**config.mk**
```make
export PLATFORM = sky130hd
export DESIGN_NAME = pcs_block_lock_ctrl
export DESIGN_NICKNAME = d
export VERILOG_FILES = /design/src/rtl/pcs_block_lock_ctrl.sv
export SDC_FILE = /design/constraint.sdc
export NUM_CORES = 1
export LEC_CHECK = 0
export CORE_MARGIN = 4
export CORE_UTILIZATION = 40
export DETAILED_ROUTE_END_ITERATION = 12
export PLACE_DENSITY = 0.65
export REMOVE_ABC_BUFFERS = 1
export SYNTH_ARGS = -nofsm -noshare
export SYNTH_HDL_FRONTEND = slang
export SYNTH_SLANG_ARGS = --single-unit
export TNS_END_PERCENT = 100
```
**constraint.sdc**
```tcl
create_clock -name i_clk -period 5.4 [get_ports i_clk]
set_input_delay 1.08 -clock i_clk [delete_from_list [all_inputs] [get_ports i_clk]]
set_output_delay 1.08 -clock i_clk [all_outputs]
set_load 0.02 [all_outputs]
```
**src/rtl/pcs_block_lock_ctrl.sv**
```systemverilog
// pcs_block_lock_ctrl: 64b/66b RX block lock; in i_sync_hdr/i_hdr_valid, out o_slip pulse, o_block_lock, saturating o_slip_count
module pcs_block_lock_ctrl #(
    parameter int SH_CNT_MAX  = 64,
    parameter int INVALID_MAX = 16,
    parameter int SLIP_WAIT   = 32,
    parameter int CNT_W       = 16
) (
    input  logic             i_clk,
    input  logic             i_reset_n,
    input  logic [1:0]       i_sync_hdr,
    input  logic             i_hdr_valid,
    output logic             o_slip,
    output logic             o_block_lock,
    output logic [CNT_W-1:0] o_slip_count
);
    localparam int SH_W  = $clog2(SH_CNT_MAX + 1);
    localparam int INV_W = $clog2(INVALID_MAX + 1);
    localparam int WT_W  = $clog2(SLIP_WAIT + 1);
    typedef enum logic [1:0] {TEST_SH, SLIP, SLIP_WT} state_t;
    state_t           state, state_nxt;
    logic [SH_W-1:0]  sh_cnt, sh_cnt_nxt, sh_nxt;
    logic [INV_W-1:0] inv_cnt, inv_cnt_nxt, inv_nxt;
    logic [WT_W-1:0]  wt_cnt, wt_cnt_nxt;
    logic [CNT_W-1:0] slip_count_nxt;
    logic             slip_nxt, lock_nxt, invalid;
    assign invalid = i_sync_hdr[1] ~^ i_sync_hdr[0];
    assign sh_nxt  = sh_cnt + 1'b1;
    assign inv_nxt = inv_cnt + INV_W'(invalid);
    always_comb begin
        state_nxt      = state;
        sh_cnt_nxt     = sh_cnt;
        inv_cnt_nxt    = inv_cnt;
        wt_cnt_nxt     = wt_cnt;
        slip_nxt       = 1'b0;
        lock_nxt       = o_block_lock;
        slip_count_nxt = o_slip_count;
        case (state)
            TEST_SH: if (i_hdr_valid) begin
                if (invalid && (inv_nxt == INV_W'(INVALID_MAX) || !o_block_lock)) begin
                    lock_nxt    = 1'b0;
                    slip_nxt    = 1'b1;
                    sh_cnt_nxt  = '0;
                    inv_cnt_nxt = '0;
                    state_nxt   = SLIP;
                end else if (sh_nxt == SH_W'(SH_CNT_MAX)) begin
                    sh_cnt_nxt  = '0;
                    inv_cnt_nxt = '0;
                    lock_nxt    = o_block_lock | (inv_nxt == '0);
                end else begin
                    sh_cnt_nxt  = sh_nxt;
                    inv_cnt_nxt = inv_nxt;
                end
            end
            SLIP: begin
                slip_count_nxt = &o_slip_count ? o_slip_count : o_slip_count + 1'b1;
                wt_cnt_nxt     = WT_W'(SLIP_WAIT - 1);
                state_nxt      = SLIP_WT;
            end
            SLIP_WT: begin
                wt_cnt_nxt = wt_cnt - 1'b1;
                state_nxt  = (wt_cnt <= WT_W'(1)) ? TEST_SH : SLIP_WT;
            end
            default: state_nxt = TEST_SH;
        endcase
    end
    always_ff @(posedge i_clk) begin
        if (!i_reset_n) begin
            state        <= TEST_SH;
            sh_cnt       <= '0;
            inv_cnt      <= '0;
            wt_cnt       <= '0;
            o_slip       <= 1'b0;
            o_block_lock <= 1'b0;
            o_slip_count <= '0;
        end else begin
            state        <= state_nxt;
            sh_cnt       <= sh_cnt_nxt;
            inv_cnt      <= inv_cnt_nxt;
            wt_cnt       <= wt_cnt_nxt;
            o_slip       <= slip_nxt;
            o_block_lock <= lock_nxt;
            o_slip_count <= slip_count_nxt;
        end
    end
endmodule

```
==> results.json, run 1 <==
{
  "status": "complete, no violations",
  "ys.flop_type": "dfxtp_1",
  "worstPathCellList": "clkdlybuf4s50_1 -> xor2_1 -> buf_4 -> inv_1 -> ha_1 -> ha_1 -> xnor2_1 -> o2111ai_1 -> o31a_1 -> o31ai_1 -> a311oi_1",
  "hp-class": "reg -> reg",
  "routedWlPerCell_um": 13.1,
  "h-tree-depth": 2,
  "area_delta_synth_final_pct": 18.2,
  "synth_edf_count": 0,
  "diodes": 0,
  "crit_top_cell": "ha_1",
  "rsz0062_at_grt": "no",
  "pin_count": 23,
  "drcViolationCount": 0,
  "finalSetupTns_ns": 0,
  "cts_max_path_buffers": 2,
  "grtUsageTotal_pct": 15.6,
  "drive_above_1_share_pct": 5.24,
  "yosysUniqueCellTypes": 43,
  "grt_pass1_wl_um": 7950,
  "die_h_um": 79.2,
  "dpl.hpwl_um": 3040,
  "first_iter_violations": 152,
  "start_util_pct": 42.1,
  "die_w_um": 79.2,
  "synth_cells": 247,
  "crit_fanout": 16,
  "grt_max_degree": 26,
  "finalHoldViolations": 0,
  "final_cell_mix": "dfxtp_1, nand2_1, nor2_1, clkdlybuf4s50_1, a21oi_1",
  "final_antenna_net_count": 0,
  "yosys_warnings": 0,
  "post-route-min-period_ns": 3.61,
  "clock-skew-final_ns": 0.00668,
  "synth_area_um2": 2030,
  "synth.avg_cell_area_um2": 8.21,
  "final_common_cell": "dfxtp_1",
  "critPathSlowestCell": "o31a_1",
  "cts-buffers-inserted": 5,
  "num_vias": 1827,
  "hold_ws_ns": 0.473,
  "grt_pass1_vias": 1733,
  "crit_arrival_ns": 3.77,
  "cts_resized": 0,
  "first_pass_iters": 4,
  "fin_crit_sh_pct": 66.8,
  "worstSetupPathType": "in -> reg",
  "cp_top_family": "compound AO/OA/AOI/OAI gates",
  "slew-limit-headroom_pct": 54.2,
  "worst_setup_path_end_kind": "register",
  "worst_slew_pin_slew_ns": 0.685,
  "io_buffer_count": 22,
  "clkTransAtPathRegs_ns": 0.07,
  "max_freq_mhz": 277,
  "gp_congestion": 0.807,
  "async_flop_share_pct": 0,
  "antenna_found_initial": 0,
  "cts_tree": "yes",
  "startpoint_type": "input port",
  "setup_viol": 0,
  "yosysSeqAreaShare_pct": 37.5,
  "nets": 280,
  "postCtsHoldBufs": 0,
  "root_buffer": "clkbuf_8",
  "slowest_delay_ns": 0.49,
  "maxCapViolCount": 0,
  "vias_per_cell": 5.47,
  "postCtsSetupBuffers": 0,
  "rows": 25,
  "vdd_ir_drop_max_v": 0.000108,
  "grt_overflow_total": 0,
  "path_buf_inv": 3,
  "core_um2": 4820,
  "clock-sinks": 38,
  "fp.dieArea_um2": 6270,
  "p_per_area_nw_per_um2": 252,
  "synth-seq-cells": 38,
  "critPathRequiredTime_ns": 5.56,
  "worstSkewPairLatency_ns": 0.30,
  "postRouteWirelength_um": 4380,
  "p_leak_nw": 0.832,
  "drv_slew": 0
}
## cell usage after synthesis (4+ instances only)
master | number | area share [%]
ha_1 | 9 | 5.6
o21ai_0 | 11 | 2.7
nor2_1 | 22 | 4.1
nand2_1 | 25 | 4.6
and3_1 | 5 | 1.5
clkbuf_1 | 12 | 2.2
xor2_1 | 6 | 2.6
o31ai_1 | 5 | 1.9
a31oi_1 | 5 | 1.5
a21oi_1 | 16 | 4.0
o2111ai_1 | 6 | 2.6
nand4_1 | 4 | 1.2
inv_1 | 9 | 1.7
dfxtp_1 | 38 | 38
nand3_1 | 12 | 3.0
nor3_1 | 7 | 1.7
xnor2_1 | 9 | 3.9
nor4_1 | 6 | 1.9
mux2i_1 | 4 | 2.0
## where the power goes
| part | internal [mW] | switching, mW |
|---|---|---|
| clock | 0.103 | 0.106 |
| combinational | 0.0348 | 0.0543 |
| sequential | 0.293 | 0.0132 |
## sequential cells by signal (all words and copies together) (netlist names)
register,count
o_slip,1
o_block_lock,1
sh_cnt,7
state,2
wt_cnt,6
o_slip_count,16
inv_cnt,5
## worst paths after layout
check / start / endpoint / slack (ns) / depth (start not counted)
setup reg to reg: inv_cnt[0] / o_block_lock / 3.15 / 7
hold / removal: inv_cnt[0] / inv_cnt[0] / 0.47 / 2
hold reg to reg: inv_cnt[0] / inv_cnt[0] / 0.47 / 2
setup / recovery: i_sync_hdr[1] / o_block_lock / 1.79 / 11
## final cells by class
class	count	area (um^2)
fillers	473	2420
multi-input cells	187	1180
flip-flops and latches	38	761
repair buffers	24	235
well taps	67	83.8
clock buffers	6	82.6
inverters	10	37.5
clock inverters	2	12.5
## per-layer routing
metal	track usage, %	vias to the layer above	part of all wire [%]	wire, um
li1	-	941	-	-
met1	20.4	832	48	2110
met2	24.3	48	45	1970
met3	5.10	6	5.8	256
met4	4.64	0	1.0	45
met5	0	-	0	0
## logic make-up (layout without fill, tap and decap cells)
| kind of cell | after synthesis | count (layout) | share of synthesized area (%) |
|---|---|---|---|
| AOI/OAI and AO/OA | 57 | 57 | 18.0 |
| adders and majority gates | 9 | 9 | 5.56 |
| muxes | 4 | 4 | 1.98 |
| xor gates and xnor gates | 15 | 15 | 6.48 |
| buffers and inverters | 22 | 42 | 4.07 |
| and+or+nand+nor | 102 | 102 | 26.4 |
| DFF | 38 | 38 | 37.5 |
## metrics by stage
step           std cells  instance area [um^2]  utilization (%)  power (mW)  setup slack [ns]
2_1_floorplan        235                  1980                -       0.372              1.88
3_3_place_gp         326                  2300             47.8       0.399              1.59
3_5_place_dp         326                  2300             47.8       0.401              1.51
4_1_cts              334                  2400             49.7       0.609              1.82
5_1_grt              334                  2400             49.7       0.635              1.52
6_report             334                  2400             49.7       0.604              1.79
## worst min-delay path, delay by kind of cell (launching register included)
family	cells	cell delay, ns
DFF	1	0.32
and+or+nand+nor	1	0.06
AOI/OAI and AO/OA	1	0.05
Power figures use the tool's default switching activity.
==> inputs of run 2 (changes only) <==
PLACE_DENSITY = 0.67   (was 0.65)
clock period = 3.2 ns   (was 5.4 ns; I/O delays follow)
==> run 2 against run 1 <==
Net effect:
- first-iteration DRC count decreased by 41%
- clock power up 62%
- die area stayed put
- highest routed layer unchanged
- design area increased by 0.47%
- global-route usage decreased by 0.34 points
- sequential share of layout area shrank 0.15 points
- critical path depth decreased by 1
- non-clock buffer count is 2 higher
- worst hold slack got worse by 0.011 ns
- clock skew decreased by 0.00088 ns
- via count rose by 0.55%
==> results.json, run 2 (synthesized netlist as in run 1, its figures left out) <==
{
  "status": "complete, no violations",
  "switching_share_pct": 27.7,
  "cts_max_path_buffers": 2,
  "worstSetupPathType": "in -> reg",
  "drive_above_1_share_pct": 5.58,
  "grt_overflow_total": 0,
  "top_register": "o_slip_count",
  "rsz0062_at_grt": "no",
  "root_buffer": "clkbuf_8",
  "largest_reg_flops": 16,
  "grtUsageTotal_pct": 15.3,
  "crit_arrival_ns": 3.02,
  "final_common_cell": "dfxtp_1",
  "post-route-util_pct": 50.0,
  "crit_fanout": 9,
  "p_per_area_nw_per_um2": 419,
  "max_freq_mhz": 349,
  "pin_count": 23,
  "critPathRequiredTime_ns": 3.35,
  "slowest_delay_ns": 0.47,
  "hold_ws_ns": 0.462,
  "io_buffer_count": 22,
  "post-route-min-period_ns": 2.87,
  "cts_tree": "yes",
  "multi_input_area_um2": 1180,
  "top_regs": "o_slip_count: 16 flops, sh_cnt: 7 flops, wt_cnt: 6 flops",
  "nets": 282,
  "fin_ws_ns": 0.333,
  "setup_viol": 0,
  "power_switching_mw": 0.279,
  "worst_slew_pin_slew_ns": 0.622,
  "clock-sinks": 38,
  "final_cell_mix": "dfxtp_1, nand2_1, nor2_1, clkdlybuf4s50_1, a21oi_1",
  "combPwrFrac_pct": 15.1,
  "first_pass_iters": 7,
  "grt_pass1_wl_um": 7830,
  "core_um2": 4820,
  "start_util_pct": 42.1,
  "postCtsHoldBufs": 0,
  "pwr-share-seq_pct": 51.3,
  "grt_max_degree": 18,
  "p_leak_nw": 0.843,
  "cts_resized": 0,
  "fp.dieArea_um2": 6270,
  "postRouteWirelength_um": 4430,
  "clkTransAtPathRegs_ns": 0.07,
  "grt_pass1_vias": 1729,
  "place_ws_ns": 0.0486,
  "drv_slew": 0,
  "area_delta_synth_final_pct": 18.8,
  "num_vias": 1837,
  "vias_per_cell": 5.47,
  "worstPathCellList": "clkdlybuf4s50_1 -> xor2_1 -> inv_1 -> ha_1 -> ha_1 -> nor2_1 -> o2111ai_1 -> o31a_1 -> o31ai_1 -> a311oi_1",
  "clkPwrFrac_pct": 33.6,
  "antenna_found_initial": 0,
  "clock-skew-final_ns": 0.00579,
  "fin_crit_sh_pct": 89.6,
  "die_w_um": 79.2,
  "gp_congestion": 0.816,
  "slew-limit-headroom_pct": 58.2,
  "crit_top_cell": "ha_1",
  "startpoint_type": "input port",
  "final_antenna_net_count": 0,
  "first_iter_violations": 90,
  "die_h_um": 79.2,
  "diodes": 0,
  "worstSkewPairLatency_ns": 0.28,
  "drcViolationCount": 0,
  "regArea_um2": 761,
  "finalSetupTns_ns": 0,
  "rows": 25,
  "finalHoldViolations": 0,
  "internal_power_mw": 0.728,
  "postCtsSetupBuffers": 0,
  "maxCapViolCount": 0,
  "dpl.hpwl_um": 3110,
  "cts-buffers-inserted": 5,
  "h-tree-depth": 2,
  "worst_setup_path_end_kind": "register",
  "vdd_ir_drop_max_v": 0.000266,
  "fillers": 479,
  "hp-class": "reg -> reg",
  "critPathSlowestCell": "clkdlybuf4s50_1",
  "routedWlPerCell_um": 13.2
}
==> run 2: cell types whose count changed in the layout (fill, tap and decap cells not counted), sizes merged <==
| cell | change |
|---|---|
| buf | +2 |
| clkbuf | +1 |
| clkinvlp | -1 |
==> run 2: critical path: cells and delay by family <==
| family | cells | cell delay, ns |
|---|---|---|
| AO/OA/AOI/OAI | 4 | 1.06 |
| buffers and inverters | 2 | 0.53 |
| adder cells (fa/ha/maj) | 2 | 0.50 |
| XOR/XNOR | 1 | 0.18 |
| AND/OR/NAND/NOR | 1 | 0.11 |
==> run 2: layout make-up <==
| cell class | instances | area share (%) |
|---|---|---|
| tap | 67 | 3.48 |
| clock inverter | 1 | 0.208 |
| multi-input combinational | 187 | 49.2 |
| sequential | 38 | 31.6 |
| inverter | 10 | 1.56 |
| clock buffer | 7 | 3.59 |
| timing repair buffer | 26 | 10.4 |
==> run 2: per-layer routing <==
metal / GRT usage (%) / part of all wire [%] / wire (um)
met4: 5.33 / 1.0 / 46
met2: 24.8 / 45 / 1990
met5: 0 / 0 / 0
met1: 19.7 / 49 / 2170
met3: 3.51 / 4.9 / 215
==> run 2: final timing paths <==
path / slack [ns] / startpoint / cells after the start / to
setup / recovery: 0.33 / i_sync_hdr[1] / 10 / o_block_lock
hold / removal: 0.46 / inv_cnt[0] / 2 / inv_cnt[0]
setup reg to reg: 1.07 / inv_cnt[0] / 7 / o_block_lock
hold reg to reg: 0.46 / inv_cnt[0] / 2 / inv_cnt[0]
==> run 2: stage by stage <==
| step | power [mW] | instances | cell area (um^2) |
|---|---|---|---|
| global placement | 0.677 | 328 | 2320 |
| global route | 1.06 | 336 | 2410 |
| detailed placement | 0.680 | 328 | 2320 |
| CTS | 1.02 | 336 | 2410 |
| floorplan | 0.627 | 235 | 1980 |
| finish | 1.01 | 336 | 2410 |
==> run 2: power by group through the flow <==
stage / clock network, mW / logic (mW) / registers (mW)
floorplan: 0 / 0.101 / 0.526
global route: 0.366 / 0.176 / 0.521
finish: 0.338 / 0.152 / 0.517
detailed placement: 0 / 0.153 / 0.527
CTS: 0.351 / 0.153 / 0.516
global placement: 0 / 0.150 / 0.527
==> inputs of run 3 (changes only) <==
CORE_MARGIN = default   (was 4)
SKIP_LAST_GASP = 1   (was default)
==> run 3 against run 2 <==
Net effect:
- clock power is 2% higher
- setup slack better by 0.055 ns
- first-iteration DRC count is 27% higher
==> results.json, run 3 (synthesized netlist as in run 1, its figures left out) <==
{
  "status": "complete, no violations",
  "final_cell_mix": "dfxtp_1, nand2_1, nor2_1, clkdlybuf4s50_1, a21oi_1",
  "clock-skew-final_ns": 0.00437,
  "first_iter_violations": 114,
  "rows": 25,
  "largest_reg_flops": 16,
  "p_leak_nw": 0.842,
  "critPathRequiredTime_ns": 3.36,
  "fin_crit_sh_pct": 87.9,
  "pin_count": 23,
  "postRouteWirelength_um": 4340,
  "cts_resized": 0,
  "rr_worst_depth": 7,
  "dpl.hpwl_um": 2940,
  "postCtsSetupBuffers": 0,
  "final_antenna_net_count": 0,
  "r2r_setup_slack_ns": 1.12,
  "grt_overflow_total": 0,
  "clkTransAtPathRegs_ns": 0.08,
  "hp-start": "inv_cnt[0]",
  "hold_ws_ns": 0.463,
  "finalInstanceArea_um2": 2410,
  "worstSkewPairLatency_ns": 0.29,
  "drive_above_1_share_pct": 5.95,
  "cts_tree": "yes",
  "finalSetupTns_ns": 0,
  "top_regs": "o_slip_count: 16 flops, sh_cnt: 7 flops, wt_cnt: 6 flops",
  "routedWlPerCell_um": 12.9,
  "grt_max_degree": 19,
  "drv_slew": 0,
  "fp.dieArea_um2": 5360,
  "area_delta_synth_final_pct": 19.0,
  "die_w_um": 73.2,
  "clock-sinks": 38,
  "maxCapViolCount": 0,
  "drcViolationCount": 0,
  "io_buffer_count": 22,
  "worst_slew_pin_slew_ns": 0.621,
  "grt_pass1_vias": 1600,
  "max_freq_mhz": 356,
  "worst_setup_path_end_kind": "register",
  "hp-class": "reg -> reg",
  "rsz0062_at_grt": "no",
  "start_util_pct": 42.4,
  "power_mw": 1.01,
  "grtUsageTotal_pct": 17.4,
  "crit_fanout": 6,
  "setup_viol": 0,
  "h-tree-depth": 2,
  "holdPathStages": 2,
  "postCtsHoldBufs": 0,
  "root_buffer": "clkbuf_8",
  "post-route-min-period_ns": 2.81,
  "crit_arrival_ns": 2.98,
  "top_register": "o_slip_count",
  "r2r-end": "o_block_lock",
  "placed_cell_area_um2": 2320,
  "core_um2": 4790,
  "grt_pass1_wl_um": 7310,
  "p_per_area_nw_per_um2": 421,
  "die_h_um": 73.2,
  "vias_per_cell": 5.46,
  "min_to": "inv_cnt[0]",
  "num_vias": 1833,
  "diodes": 0,
  "cts_max_path_buffers": 2,
  "nets": 282,
  "startpoint_type": "input port",
  "final_common_cell": "dfxtp_1",
  "gp_congestion": 0.809,
  "worstSetupPathType": "in -> reg",
  "slew-limit-headroom_pct": 58.3,
  "vdd_ir_drop_max_v": 0.000247,
  "finalHoldViolations": 0,
  "cts-buffers-inserted": 5,
  "antenna_found_initial": 0,
  "r2r-start": "inv_cnt[0]",
  "first_pass_iters": 4
}
==> run 3: changes by cell type in the layout (fill, tap and decap cells not counted) <==
cell,previous run,this run
clkinvlp_4,0,1
clkbuf_1,1,0
==> run 3: worst max path at each step <==
stage,from,endpoint,slack (ns)
after global placement,i_sync_hdr[1],sh_cnt[2],0.14
final,i_sync_hdr[1],o_block_lock,0.39
after detailed placement,i_sync_hdr[1],sh_cnt[2],0.11
after floorplan,i_sync_hdr[0],o_block_lock,0.12
after global routing,i_sync_hdr[0],o_block_lock,0.16
after CTS,i_sync_hdr[1],sh_cnt[2],0.40
==> run 3: layout make-up <==
cell class | instances | area [um^2]
fillers | 469 | 2370
repair buffers | 26 | 250
flip-flops and latches | 38 | 761
multi-input cells | 187 | 1180
inverters | 10 | 37.5
clock buffers | 6 | 82.6
well taps | 67 | 83.8
clock inverters | 2 | 12.5
==> run 3: power by group <==
part	internal [mW]	leakage, nW	switching [mW]
registers	0.494	0.308	0.0220
logic	0.0601	0.487	0.0917
clock network	0.173	0.0472	0.173
total	0.728	0.842	0.286
==> run 3: layer usage <==
layer / vias to the layer above / GRT usage, % / wire, um
met5: - / 0 / 0
met4: 0 / 5.88 / 46
met3: 4 / 4.14 / 208
met2: 37 / 27.7 / 2030
met1: 853 / 23.1 / 2060
li1: 939 / - / -
==> run 3: worst max-delay path, stage by stage <==
cell and delay, ns:
clkdlybuf4s50_1 0.47, xor2_1 0.18, inv_1 0.06, ha_1 0.21
ha_1 0.24, xnor2_1 0.16, o2111ai_1 0.15, o31a_1 0.38
o31ai_1 0.41, a311oi_1 0.08
==> run 3: per-stage QoR <==
stage,util [%],std cells,worst slack [ns]
after global routing,50.4,336,0.162
after global placement,48.4,328,0.139
after detailed placement,48.4,328,0.111
after floorplan,-,235,0.121
after CTS,50.4,336,0.403
final,50.4,336,0.388
